--- src/rtl/fc_demux_pkg.sv ---
// ============================================================================
// Module      : fc_demux_pkg
// Description : Shared types, constants and the region-match helper for the
//               FC core bus demultiplexer.
// Revision    : 1.0 - initial release
// ============================================================================
`default_nettype none

package fc_demux_pkg;

    // Rules are held at a fixed wide width so the table is independent of
    // the instance address width; narrower addresses are zero-extended.
    localparam int unsigned FC_DEMUX_RULE_AW = 64;

    // Read data returned by the internal error responder.
    localparam logic [31:0] FC_DEMUX_ERR_RDATA = 32'hBADA_CCE5;

    typedef struct packed {
        logic [FC_DEMUX_RULE_AW-1:0] start;     // inclusive
        logic [FC_DEMUX_RULE_AW-1:0] end_;      // exclusive
        logic                        alias_en;  // also match bounds XOR mask
    } addr_rule_t;

    typedef enum logic [0:0] {
        ERR_IDLE = 1'b0,
        ERR_RESP = 1'b1
    } err_state_e;

    // True when addr falls inside the rule region, or inside its aliased
    // copy (both bounds XOR mask) when aliasing is enabled for the rule.
    function automatic logic rule_match(
        input logic [FC_DEMUX_RULE_AW-1:0] addr,
        input addr_rule_t                  rule,
        input logic [FC_DEMUX_RULE_AW-1:0] mask
    );
        logic w_direct;
        logic w_aliased;
        w_direct  = (addr >= rule.start) && (addr < rule.end_);
        w_aliased = rule.alias_en &&
                    (addr >= (rule.start ^ mask)) &&
                    (addr <  (rule.end_  ^ mask));
        return w_direct || w_aliased;
    endfunction

endpackage

`default_nettype wire

--- src/rtl/fc_demux_addr_decode.sv ---
// ============================================================================
// Module      : fc_demux_addr_decode
// Description : Combinational rule-table address decoder. Selects the lowest
//               matching port index; flags addresses no rule contains
//               (o_sel is 0 in that case).
// Revision    : 1.0 - initial release
// ============================================================================
`default_nettype none

module fc_demux_addr_decode #(
    parameter int unsigned           N_PORTS    = 2,
    parameter int unsigned           ADDR_WIDTH = 32,
    parameter int unsigned           SEL_W      = 2,
    parameter logic [ADDR_WIDTH-1:0] START_ADDR [N_PORTS] = '{default: '0},
    parameter logic [ADDR_WIDTH-1:0] END_ADDR   [N_PORTS] = '{default: '0},
    parameter logic [N_PORTS-1:0]    ALIAS_EN   = '0,
    parameter logic [ADDR_WIDTH-1:0] ALIAS_MASK = ADDR_WIDTH'(32'h1C00_0000)
) (
    input  logic [ADDR_WIDTH-1:0] i_addr,
    output logic [SEL_W-1:0]      o_sel,
    output logic                  o_unmapped
);
    import fc_demux_pkg::*;

    logic [FC_DEMUX_RULE_AW-1:0] w_addr;
    logic [FC_DEMUX_RULE_AW-1:0] w_mask;
    addr_rule_t                  w_rules [N_PORTS];
    logic [N_PORTS-1:0]          w_match;

    assign w_addr = FC_DEMUX_RULE_AW'(i_addr);
    assign w_mask = FC_DEMUX_RULE_AW'(ALIAS_MASK);

    for (genvar i = 0; i < int'(N_PORTS); i++) begin : g_rules
        assign w_rules[i] = '{start:    FC_DEMUX_RULE_AW'(START_ADDR[i]),
                              end_:     FC_DEMUX_RULE_AW'(END_ADDR[i]),
                              alias_en: ALIAS_EN[i]};
        assign w_match[i] = rule_match(w_addr, w_rules[i], w_mask);
    end

    // Priority encode: scan downwards so the lowest matching index wins.
    always_comb begin
        o_sel      = '0;
        o_unmapped = 1'b1;
        for (int i = int'(N_PORTS) - 1; i >= 0; i--) begin
            if (w_match[i]) begin
                o_sel      = SEL_W'(i);
                o_unmapped = 1'b0;
            end
        end
    end

endmodule

`default_nettype wire

--- src/rtl/fc_bus_demux.sv ---
// ============================================================================
// Module      : fc_bus_demux
// Description : Address demultiplexer from one FC core memory port to
//               N_PORTS TCDM-style master ports. Tracks outstanding
//               transactions and only lets a new port be addressed once all
//               earlier responses have returned, keeping responses in order.
//               Optional feature macro: FC_DEMUX_ERR_SLAVE_EN - an internal
//               error responder answers unmapped requests (r_opc=1).
// Revision    : 1.0 - initial release
// ============================================================================
`default_nettype none

module fc_bus_demux #(
    parameter int unsigned           N_PORTS         = 2,
    parameter int unsigned           ADDR_WIDTH      = 32,
    parameter int unsigned           DATA_WIDTH      = 32,
    parameter int unsigned           MAX_OUTSTANDING = 4,
    parameter logic [ADDR_WIDTH-1:0] START_ADDR [N_PORTS] = '{default: '0},
    parameter logic [ADDR_WIDTH-1:0] END_ADDR   [N_PORTS] = '{default: '0},
    parameter logic [N_PORTS-1:0]    ALIAS_EN        = '0,
    parameter logic [ADDR_WIDTH-1:0] ALIAS_MASK      = ADDR_WIDTH'(32'h1C00_0000)
) (
    input  logic                    clk_i,
    input  logic                    rst_ni,
    // core side
    input  logic                    s_req_i,
    input  logic [ADDR_WIDTH-1:0]   s_add_i,
    input  logic                    s_wen_i,
    input  logic [DATA_WIDTH-1:0]   s_wdata_i,
    input  logic [DATA_WIDTH/8-1:0] s_be_i,
    output logic                    s_gnt_o,
    output logic                    s_r_valid_o,
    output logic [DATA_WIDTH-1:0]   s_r_rdata_o,
    output logic                    s_r_opc_o,
    // master ports
    output logic [N_PORTS-1:0]      m_req_o,
    output logic [ADDR_WIDTH-1:0]   m_add_o   [N_PORTS],
    output logic [N_PORTS-1:0]      m_wen_o,
    output logic [DATA_WIDTH-1:0]   m_wdata_o [N_PORTS],
    output logic [DATA_WIDTH/8-1:0] m_be_o    [N_PORTS],
    input  logic [N_PORTS-1:0]      m_gnt_i,
    input  logic [N_PORTS-1:0]      m_r_valid_i,
    input  logic [DATA_WIDTH-1:0]   m_r_rdata_i [N_PORTS],
    input  logic [N_PORTS-1:0]      m_r_opc_i
);
    import fc_demux_pkg::*;

    localparam int unsigned SEL_W = $clog2(N_PORTS + 1);
    localparam int unsigned CNT_W = $clog2(MAX_OUTSTANDING + 1);

    // Port index N_PORTS is reserved for the internal error responder.
    localparam logic [SEL_W-1:0] c_err_port = SEL_W'(N_PORTS);
    localparam logic [CNT_W-1:0] c_cnt_max  = CNT_W'(MAX_OUTSTANDING);

    logic [SEL_W-1:0]      w_sel_dec;
    logic                  w_unmapped;
    logic [SEL_W-1:0]      w_sel;
    logic                  w_allow;
    logic                  w_slave_gnt;
    logic                  w_err_valid;
    logic                  w_rsp_valid_raw;
    logic                  w_rsp_valid;
    logic [DATA_WIDTH-1:0] w_rsp_rdata;
    logic                  w_rsp_opc;

    logic [CNT_W-1:0]      r_cnt;
    logic [SEL_W-1:0]      r_last_port;

    fc_demux_addr_decode #(
        .N_PORTS    (N_PORTS),
        .ADDR_WIDTH (ADDR_WIDTH),
        .SEL_W      (SEL_W),
        .START_ADDR (START_ADDR),
        .END_ADDR   (END_ADDR),
        .ALIAS_EN   (ALIAS_EN),
        .ALIAS_MASK (ALIAS_MASK)
    ) u_decode (
        .i_addr     (s_add_i),
        .o_sel      (w_sel_dec),
        .o_unmapped (w_unmapped)
    );

`ifdef FC_DEMUX_ERR_SLAVE_EN
    // Unmapped requests target the error responder.
    assign w_sel = w_unmapped ? c_err_port : w_sel_dec;

    err_state_e r_err_state;
    err_state_e w_err_state_nxt;

    // Error responder state register.
    always_ff @(posedge clk_i or negedge rst_ni) begin
        if (!rst_ni) begin
            r_err_state <= ERR_IDLE;
        end else begin
            r_err_state <= w_err_state_nxt;
        end
    end

    // A granted unmapped request is answered exactly one cycle later.
    always_comb begin
        w_err_state_nxt = ERR_IDLE;
        w_err_valid     = 1'b0;
        if (s_gnt_o && (w_sel == c_err_port)) begin
            w_err_state_nxt = ERR_RESP;
        end
        if (r_err_state == ERR_RESP) begin
            w_err_valid = 1'b1;
        end
    end
`else
    // Without the error responder, unmapped requests fall through to port 0.
    assign w_sel       = w_unmapped ? '0 : w_sel_dec;
    assign w_err_valid = 1'b0;
`endif

    // Registered count only: a response never frees a slot in its own cycle.
    assign w_allow = (r_cnt < c_cnt_max) &&
                     ((r_cnt == '0) || (w_sel == r_last_port));

    for (genvar i = 0; i < int'(N_PORTS); i++) begin : g_req
        assign m_req_o[i]   = s_req_i && (w_sel == SEL_W'(i)) && w_allow;
        assign m_add_o[i]   = s_add_i;
        assign m_wen_o[i]   = s_wen_i;
        assign m_wdata_o[i] = s_wdata_i;
        assign m_be_o[i]    = s_be_i;
    end

    // Grant comes from the selected slave; the error responder is always ready.
    always_comb begin
        w_slave_gnt = 1'b0;
        for (int i = 0; i < int'(N_PORTS); i++) begin
            if (w_sel == SEL_W'(i)) begin
                w_slave_gnt = m_gnt_i[i];
            end
        end
        if (w_sel == c_err_port) begin
            w_slave_gnt = 1'b1;
        end
        s_gnt_o = s_req_i && w_slave_gnt && w_allow;
    end

    // Route the response from the port owning the outstanding transactions;
    // anything arriving with nothing outstanding is dropped.
    always_comb begin
        w_rsp_valid_raw = 1'b0;
        w_rsp_rdata     = '0;
        w_rsp_opc       = 1'b0;
        for (int i = 0; i < int'(N_PORTS); i++) begin
            if (r_last_port == SEL_W'(i)) begin
                w_rsp_valid_raw = m_r_valid_i[i];
                w_rsp_rdata     = m_r_rdata_i[i];
                w_rsp_opc       = m_r_opc_i[i];
            end
        end
        if (r_last_port == c_err_port) begin
            w_rsp_valid_raw = w_err_valid;
            w_rsp_rdata     = DATA_WIDTH'(FC_DEMUX_ERR_RDATA);
            w_rsp_opc       = 1'b1;
        end
        w_rsp_valid = w_rsp_valid_raw && (r_cnt != '0);
        s_r_valid_o = w_rsp_valid;
        s_r_rdata_o = w_rsp_valid ? w_rsp_rdata : '0;
        s_r_opc_o   = w_rsp_valid && w_rsp_opc;
    end

    // Outstanding counter and owning port; grant and response together cancel.
    always_ff @(posedge clk_i or negedge rst_ni) begin
        if (!rst_ni) begin
            r_cnt       <= '0;
            r_last_port <= '0;
        end else begin
            if (s_gnt_o && !w_rsp_valid) begin
                r_cnt <= r_cnt + CNT_W'(1);
            end else if (!s_gnt_o && w_rsp_valid) begin
                r_cnt <= r_cnt - CNT_W'(1);
            end
            if (s_gnt_o) begin
                r_last_port <= w_sel;
            end
        end
    end

endmodule

`default_nettype wire

--- config.mk ---
export PLATFORM = sky130hd
export DESIGN_NAME = fc_bus_demux
export DESIGN_NICKNAME = d
export VERILOG_FILES = /design/src/rtl/fc_demux_pkg.sv /design/src/rtl/fc_demux_addr_decode.sv /design/src/rtl/fc_bus_demux.sv
export SDC_FILE = /design/constraint.sdc
export NUM_CORES = 1
export LEC_CHECK = 0
export BUFFER_PORTS_ARGS = -buffer_cell sky130_fd_sc_hd__buf_2
export CAP_MARGIN = 20
export CELL_PAD_IN_SITES_DETAIL_PLACEMENT = 1
export CELL_PAD_IN_SITES_GLOBAL_PLACEMENT = 2
export CORE_MARGIN = 2
export CORE_UTILIZATION = 13
export DETAILED_ROUTE_END_ITERATION = 10
export HOLD_SLACK_MARGIN = 0.12
export PLACE_DENSITY = 0.87
export SLEW_MARGIN = 10
export SYNTH_ARGS = -nofsm -noshare
export SYNTH_HDL_FRONTEND = slang
export SYNTH_HIERARCHICAL = 1
export SYNTH_SLANG_ARGS = --single-unit
--- constraint.sdc ---
create_clock -name clk_i -period 3.17 [get_ports clk_i]
set_clock_uncertainty 0.05 [all_clocks]
set_input_delay 0.634 -clock clk_i [delete_from_list [all_inputs] [get_ports clk_i]]
set_output_delay 0.634 -clock clk_i [all_outputs]
set_load 0.05 [all_outputs]
======== After elaboration in Yosys (flattened, before gate mapping) ========
Index checks and enable logic that the tools add are counted.
storage, ports and cells
  register bits after elaboration ......... 3
  input bits .............................. 142
  output and inout port bits .............. 175
  logic and storage cells ................. 18
cells by class
  $add $sub $neg .......................... 2
  order comparisons ....................... 1
  multiplexer cells ....................... 3
  reductions and logical operators ........ 11
operators by type and width
  kind                   count
  $mux W32               1
  $logic_and A1 B1 Y1    7
  $mux W3                2
  $add A3 B1 Y3 const B  1
  $lt A3 B3 Y1 const B   1
  $reduce_bool A3 Y1     1
  $sub A3 B1 Y3 const B  1
  $logic_not A1 Y1       2
  $reduce_bool A2 Y1     1

======== Longest topological paths before layout ========
  word-level depth ........................ 6
  depth in mapped cells ................... 11
  gate-level depth less buffers ........... 9

======== Modules after synthesis ========
The synthesis kept the hierarchy.
by module, submodules not included
  module                instances  cells an instance  area each (um^2)  sequential area each (um^2)
  fc_bus_demux          1          294                2245.9            125.1
  fc_demux_addr_decode  1          5                  30.0              0.0

======== Worst setup path after synthesis ========
OpenSTA, ideal clock, no wires.
  path kind ............................... input port to output port
  start point ............................. input m_r_valid_i[1]
  end point ............................... output s_r_opc_o
  arrival time ............................ 1809 ps
  data required time ...................... 2486 ps
  setup slack ............................. 677 ps
  cell stages on the path ................. 4
  path buffers ............................ 1
  cell sequence ........................... mux2i_1 -> or3_1 -> buf_6 -> nor2_1
RTL lines
  what         RTL line            text
  from (decl)  fc_bus_demux.sv:42  input logic [N_PORTS-1:0] m_r_valid_i,
  to (decl)    fc_bus_demux.sv:34  output logic s_r_opc_o,

==> impl_results.md <==
* Status: complete, no violations
* IO Pins at 317
* Worst slew pin tran at 1.44 ns
* Crit. End Element: output pin
* # hold bufs at CTS at 0
* Top FF cell, synth: dfrtp_1
* H-tree levels at 1
* Max-slew headroom at 3.14%
* WS Path Type: flop to output pin
* Post-synth top area share at 46.5%
* Leak pwr at 0.948 nW
* FF-to-FF End: r_cnt[2]
* CP arrival at 2.00 ns
* Clock-pin transition on the worst setup and hold timing paths at 0.03 ns
* Final Net Count at 411
* CP required at 2.49 ns
* CP Capture Point: s_r_rdata_o[22]
* WHS at 0.172 ns
* Unique masters post-synth at 31
* Antenna violations before repair at 0
* Crit-path max FO at 15
* Total power at 0.00232 W
* Synth async-reset ratio at 100%
* Via density at 3.29
* Largest cells by area after synthesis: buf_4 47%, nor2_4 14%, nor2_1 7.9%
* Drt drc at 0
* Clock insertion delay at the later pin of the skew report at 0.23 ns
* Slew Viols, Final at 0
* CTS tree: built
* HPWL Detailed at 5690 um
* Gr ovfl total at 0
* Final core utilization at 12.0%
* Max Freq at 372 MHz
* Final wirelength at 6710 um
* Post-synth top cells: 141 x buf_4, 48 x nor2_1, 28 x nor2_4
* Die Y at 136 um
* Average wire per standard cell at 13.7 um
* Reg2reg path depth at 9
* RSZ-0062 raised after global routing: no
* Die area at 18600 um^2
* Synth area leader: buf_4
* Final min period at 2.69 ns
* Critical path origin: r_last_port[0]
* Number of synthesized flops with an enable pin at 0
* Post-route setup slack at 0.482 ns
* CP startpoint kind: flop
* Initial core utilization at 13.3%
* First-pass GRT wire length at 9220 um
* Row cnt at 48
* 1st-iter DRT viols at 19
* Sink Count at 5
* Period utilization at 84.8%
* Placer Congestion at 0.634
* Clock Tree Root: clkbuf_16
* Reg-to-reg startpoint: r_last_port[0]
* Syn Area/Cell at 7.61 um^2
* Antenna Nets Post-Route at 0
* Die width at 136 um
* CTS max path bufs at 2
* Fraction of layout cells with a size suffix above 1 at 59.0%
* R2r setup slk at 0.56 ns
* Cts bufs inserted at 3
* Overall Global Routing Usage at 6.68%
* Setup Buffers After CTS at 0
* Area growth syn-to-layout at -9.07%
* Setup tns final at 0 ns
* Mapped cell area at 2280 um^2
* Post-Syn Instances at 299
* # resized after CTS at 0
* Core footprint at 17200 um^2
* Port Buffers at 108
* Count leader, synth: buf_4
* Min-delay worst type: input pin to async pin
* Largest net degree at the start of global routing at 20
* # diodes at 0
* Max_cap viols at 0
* PwrDens at 1120 nW/um^2
* Worst vdd ir at 0.000284 V
* # setup viols final at 0
* Total number of yosys warnings at 6
* Register bit total from synthesis at 5
* Final Hold Fails at 0
* Dpl ws at 0.352 ns
* Register area share after synthesis at 5.50%
* Vias in the first global route at 1651
* Drt pass-1 iters at 3
* DR vias at 1617
==> kinds of logic after synthesis <==
logic type	after synthesis	synth area share, %
DFF	5	5.50
and+or+nand+nor	86	24.5
muxes	17	7.75
AOI/OAI and AO/OA	26	6.65
adders and majority gates	2	1.43
buffers and inverters	157	52.3
xor gates and xnor gates	4	1.54
other	2	0.330
==> through the flow <==
step | instances | cell area (um^2)
2_1_floorplan | 300 | 2280
3_3_place_gp | 487 | 1990
3_5_place_dp | 487 | 1990
4_1_cts | 491 | 2070
5_1_grt | 491 | 2070
6_report | 491 | 2070
==> worst min-delay path by stage <==
| stage | startpoint | endpoint | cells after the start |
|---|---|---|---|
| 6_report | rst_ni | r_last_port[1] | 1 |
| 5_1_grt | rst_ni | r_last_port[1] | 1 |
| 4_1_cts | rst_ni | r_last_port[1] | 1 |
| 3_5_place_dp | rst_ni | r_cnt[2] | 1 |
| 3_3_place_gp | rst_ni | r_cnt[2] | 1 |
| 2_1_floorplan | rst_ni | r_cnt[0] | 0 |
==> state kept, by name, indices dropped and copies added (netlist names) <==
name,cells
r_last_port,2
r_cnt,3
==> metal layers <==
metal / share of wire, % / wire [um] / global-route usage (%)
met5: 0 / 0 / 0
met4: 8.3 / 558 / 5.61
met3: 14 / 932 / 2.76
met2: 50 / 3380 / 12.5
met1: 27 / 1850 / 5.37
==> final cells by class <==
class | count | area (um^2)
Multi-Input combinational cell | 138 | 971
Clock buffer | 4 | 78.8
Fill cell | 2120 | 15100
Timing Repair Buffer | 116 | 601
Tap cell | 225 | 282
Sequential cell | 5 | 126
Inverter | 3 | 11.3
==> critical path, cell delays in order, from the launching register on <==
cell     delay [ns]
dfrtp_2        0.52
buf_4          0.28
inv_2          0.07
nor2_2         0.10
buf_4          0.27
a21oi_1        0.17
nor2_4         0.10
buf_2          0.27
==> placed cells by master (no fill, tap or decap), types with 2 or more instances in the layout <==
cell type  count
conb_1         3
nor2_4        28
mux2i_1       15
buf_2        108
nand2b_1       2
nor2_1        47
xor2_1         3
nor3_1         2
a21oi_1       20
clkbuf_16      3
nor2b_1        3
inv_2          2
buf_4          8
dfrtp_1        4
==> report_power, final <==
part	total, W	switching [W]	internal [W]
registers	0.000172	0.0000739	0.0000986
logic	0.00194	0.00138	0.000560
clock network	0.000209	0.0000421	0.000167
total	0.00232	0.00150	0.000826
No activity file was read; power rests on OpenSTA's default activity.
